## src/rtl/dm_arbiter.sv

```systemverilog
// Two-port round-robin arbiter in front of the single-ported, multi-cycle data memory.
// Define DM_ARB_FIXED_PRIO_EN to make port 1 always win ties instead of alternating.
//
// state | meaning
// IDLE  | waiting for a request, grant decided on the next edge
// BUSY  | command latched and held on mem_*, waiting for mem_ack_i
// RESP  | one-cycle ack to the granted port, memory enable low
module dm_arbiter #(
  parameter int ADDR_W = 32,
  parameter int DATA_W = 256
) (
  input  logic              clk_i,
  input  logic              rst_i,
  input  logic              req0_i,
  input  logic              we0_i,
  input  logic [ADDR_W-1:0] addr0_i,
  input  logic [DATA_W-1:0] wdata0_i,
  output logic              ack0_o,
  output logic [DATA_W-1:0] rdata0_o,
  input  logic              req1_i,
  input  logic              we1_i,
  input  logic [ADDR_W-1:0] addr1_i,
  input  logic [DATA_W-1:0] wdata1_i,
  output logic              ack1_o,
  output logic [DATA_W-1:0] rdata1_o,
  output logic              mem_enable_o,
  output logic              mem_write_o,
  output logic [ADDR_W-1:0] mem_addr_o,
  output logic [DATA_W-1:0] mem_data_o,
  input  logic              mem_ack_i,
  input  logic [DATA_W-1:0] mem_data_i
);

  localparam logic [1:0] IDLE = 2'd0;
  localparam logic [1:0] BUSY = 2'd1;
  localparam logic [1:0] RESP = 2'd2;

  logic [1:0]        state_q;
  logic              grant_id_q;
  logic              win;
  logic [DATA_W-1:0] rdata0_q;
  logic [DATA_W-1:0] rdata1_q;
`ifndef DM_ARB_FIXED_PRIO_EN
  logic              last_grant_q;
`endif

  always_comb begin
`ifdef DM_ARB_FIXED_PRIO_EN
    win = req1_i;
`else
    win = (req0_i && req1_i) ? ~last_grant_q : req1_i;
`endif
  end

  always_ff @(posedge clk_i) begin
    if (rst_i) begin
      state_q      <= IDLE;
      grant_id_q   <= 1'b0;
      mem_enable_o <= 1'b0;
      mem_write_o  <= 1'b0;
      mem_addr_o   <= '0;
      mem_data_o   <= '0;
      rdata0_q     <= '0;
      rdata1_q     <= '0;
`ifndef DM_ARB_FIXED_PRIO_EN
      last_grant_q <= 1'b1;
`endif
    end else begin
      case (state_q)
        IDLE: begin
          if (req0_i || req1_i) begin
            grant_id_q   <= win;
            mem_enable_o <= 1'b1;
            mem_write_o  <= win ? we1_i : we0_i;
            mem_addr_o   <= win ? addr1_i : addr0_i;
            mem_data_o   <= win ? wdata1_i : wdata0_i;
            state_q      <= BUSY;
`ifndef DM_ARB_FIXED_PRIO_EN
            last_grant_q <= win;
`endif
          end
        end
        BUSY: begin
          if (mem_ack_i) begin
            mem_enable_o <= 1'b0;
            state_q      <= RESP;
          end
        end
        RESP: begin
          // Read data is shown combinationally this cycle and held from here on.
          if (!mem_write_o) begin
            if (grant_id_q) rdata1_q <= mem_data_i;
            else            rdata0_q <= mem_data_i;
          end
          state_q <= IDLE;
        end
        default: state_q <= IDLE;
      endcase
    end
  end

  assign ack0_o   = (state_q == RESP) && !grant_id_q;
  assign ack1_o   = (state_q == RESP) &&  grant_id_q;
  assign rdata0_o = (ack0_o && !mem_write_o) ? mem_data_i : rdata0_q;
  assign rdata1_o = (ack1_o && !mem_write_o) ? mem_data_i : rdata1_q;

endmodule

```

## config.mk

```make
export PLATFORM = sky130hd
export DESIGN_NAME = dm_arbiter
export DESIGN_NICKNAME = d
export VERILOG_FILES = /design/src/rtl/dm_arbiter.sv
export SDC_FILE = /design/constraint.sdc
export NUM_CORES = 2
export LEC_CHECK = 0
export BUFFER_PORTS_ARGS = -buffer_cell sky130_fd_sc_hd__buf_4
export CAP_MARGIN = 10
export CORE_AREA = 2 2 644 646
export CTS_BUF_LIST = sky130_fd_sc_hd__clkbuf_8
export DETAILED_ROUTE_END_ITERATION = 8
export DIE_AREA = 0 0 646 648
export PLACE_DENSITY = 0.3
export SLEW_MARGIN = 25
export SYNTH_ARGS = -nofsm -noshare
export SYNTH_HDL_FRONTEND = slang
export SYNTH_SLANG_ARGS = --single-unit
export TNS_END_PERCENT = 10
```

## constraint.sdc

```tcl
create_clock -name clk_i -period 5.4 [get_ports clk_i]
set_input_delay 0.81 -clock clk_i [delete_from_list [all_inputs] [get_ports clk_i]]
set_output_delay 0.81 -clock clk_i [all_outputs]
set_load 0.02 [all_outputs]
```

==> impl_metrics.ini <==
[timing]
drv_slew = 0
rsz0062_at_grt = no
final.setup.worst_slack_ns = 1.14
period_needed_ns = 4.26
fin_worst_skew_ns = 0.0779
maxSlewHeadroom_pct = 17.2
setup_violations = 0
fin_crit_sh_pct = 79.0
fmax_mhz = 235
finalSetupTns_ns = 0
finalHoldViolCount = 0
worst-slew-pin-transition_ns = 1.24

[clock_tree]
cts_setup_buffers = 0
clk_latency_ns = 0.99
cts_tree = yes
clkTransAtPathRegs_ns = 0.05
cts_htree_levels = 4
clockBufferDepth = 4
cts_root_buf = clkbuf_8
cts-hold-fix-buffers = 432
cts_sinks = 806
ctsResizeCount = 0
cts_buffers = 185

[final_layout]
area_growth_pct = 77.8
drive_gt1_share_pct = 45.1
fin_nets = 6198

[synth]
synth_top_family_by_area = multiplexers
synthSimpleGateAreaFrac_pct = 16.8
synth_edf_count = 0
synth_top_cell_by_area = dfxtp_1
synth_warnings = 0
syn_inst = 3316
ys_seq_area_share_pct = 47.3
synth_area_per_cell_um2 = 10.3
synth_ff_type = dfxtp_1
post-synth-top-count-cell = dfxtp_1
synth_cell_types = 29
synth_compound_area_share_pct = 11.8
synth_top_area_share_pct = 47.3
synthTopCellsByCount = dfxtp_1, nand2_1, nor2b_1
yosys.area_share.xor_xnor_pct = 0
syn-cell-area_um2 = 34100
ys_top_cells_by_area = dfxtp_1, mux2_2, mux2_4
synthAdderAreaFrac_pct = 0
synth-async-reset-ratio_pct = 0
synth.mux.area_fraction_pct = 19.1
synth_fp_nets = 4155
ys_seq_elements = 806

[grt]
grt_pass1_wl_um = 359000
grt_pass1_vias = 36400
grtUsageTotal_pct = 12.8
antenna_found_initial = 117
use_met2_pct = 24.1
busiest_layer = met2
grt.overflow.total = 0
grt_util_met3_pct = 4.39
grt_start_max_net_pins = 181
use_met1_pct = 13.0

[placement]
hpwlAfterDp_um = 229000
io_buffers = 1642
gp_congestion = 0.914
dp_slack_ns = 2.08

[setup_path]
reg2reg_to = mem_addr_o[25]
crit_chain = nor4bb_4, buf_12, buf_12, mux2_2, buf_4
path_common_cell = buf_12
r2r-start = state_q[0]
crit_fanout = 82
critical_path_buf_inv_count = 3
cp_slowest_cell = buf_12
cp_top_family = buffers and inverters
end_kind = output pin
crit_path_max_incr_delay_ns = 0.46
criticalPathCategory = flip-flop to output pin
reg2reg_slack_ns = 2.17
worstPathArrival_ns = 3.45
startpoint_type = flip-flop
critPathRequiredTime_ns = 4.59
rr_worst_depth = 5

[detailed_routing]
totalWireLength_um = 281000
wire_per_inst_um = 25.5
route.detailed.drc = 0
vias = 34900
first_iter_violations = 1837
antenna_left = 0
vias_per_cell = 3.16
dr.pass1.iters = 5

[pwr]
cellPowerDensity_nw_per_um2 = 290
irDropWorstVdd_v = 0.000166
p_leak_nw = 26.6
p_total_w = 0.0176

[min_path]
whs_path_depth = 2
min_to = rdata1_q[214]
hold_path_class = primary input to flip-flop
min_from = rst_i

[floorplan]
io_pins = 1643
fp.dieH_um = 648
start_util_pct = 8.28
core_area_um2 = 412000
die-area_um2 = 419000
die_width_um = 646
rows = 236

[status]
outcome = finished clean

[flow_run]
drv_cap = 0
## layer usage
| metal | up-vias | wire [um] |
|---|---|---|
| met5 | - | 352 |
| met3 | 376 | 23100 |
| met4 | 52 | 9190 |
| met1 | 17300 | 99300 |
| li1 | 15700 | - |
| met2 | 1406 | 149000 |
## layout make-up
| cell class | instances | area, um^2 |
|---|---|---|
| well taps | 5474 | 6850 |
| fillers | 47000 | 351000 |
| multi-input cells | 2203 | 16300 |
| flip-flops and latches | 806 | 16100 |
| clock buffers | 219 | 3010 |
| diodes | 57 | 143 |
| clock inverters | 97 | 657 |
| repair buffers | 2163 | 17500 |
## where the power goes
part	switching [W]	leakage, nW	internal [W]
sequential	0.000215	6.57	0.00626
combinational	0.00219	17.9	0.00156
clock	0.00338	2.12	0.00400
## worst max-delay path by stage
stage | start | endpoint | cells after the start
final | grant_id_q | rdata1_o[11] | 5
after global routing | grant_id_q | rdata1_o[11] | 5
after CTS | grant_id_q | rdata1_o[10] | 5
after detailed placement | grant_id_q | rdata1_o[11] | 5
after global placement | grant_id_q | rdata1_o[10] | 5
after floorplan | mem_write_o | rdata1_o[214] | 5
## flip-flops by register name, indices dropped and copies added, names as in the netlist
signal,flops
grant_id_q,1
last_grant_q,1
mem_addr_o,32
mem_data_o,256
mem_enable_o,1
mem_write_o,1
rdata0_q,256
rdata1_q,256
state_q,2
## logic make-up (layout without fill, tap and decap cells)
logic type             Yosys count  in the layout
AO/OA/AOI/OAI                  585            585
buffers and inverters          307           2479
flip-flops                     806            806
multiplexers                   512            512
other                            0             57
AND/OR/NAND/NOR               1106           1106
## per-stage QoR
step,std cells,util [%],cell area (um^2),hold slack (ns)
CTS,11000,14.7,60500,0.000706
global route,11000,14.7,60600,0.0424
global placement,10200,12.7,52500,0.462
floorplan,3316,-,34100,0.479
finish,11000,14.7,60700,0.170
detailed placement,10200,12.7,52500,0.454
## worst register-to-register path: cells and delay by family (launching register included)
family	cells	cell delay, ns
AND/OR/NAND/NOR	2	1.04
AO/OA/AOI/OAI	1	0.48
buffers and inverters	2	1.13
flip-flops	1	0.42
## layout by cell type (no fill, tap or decap), types with 3 or more instances in the layout
| master | n |
|---|---|
| inv_6 | 3 |
| inv_1 | 62 |
| a21oi_1 | 292 |
| buf_12 | 16 |
| diode_2 | 57 |
| inv_8 | 3 |
| clkinvlp_4 | 4 |
| and2b_1 | 204 |
| buf_4 | 1714 |
| nor2b_1 | 308 |
| dfxtp_1 | 806 |
| mux2_4 | 200 |
| clkinv_2 | 15 |
| dlygate4sd3_1 | 432 |
| nand2_1 | 580 |
| mux2_2 | 283 |
| bufinv_16 | 7 |
| clkbuf_8 | 219 |
| a311oi_1 | 289 |
| mux2_1 | 29 |
No activity file was read; power rests on OpenSTA's default activity.
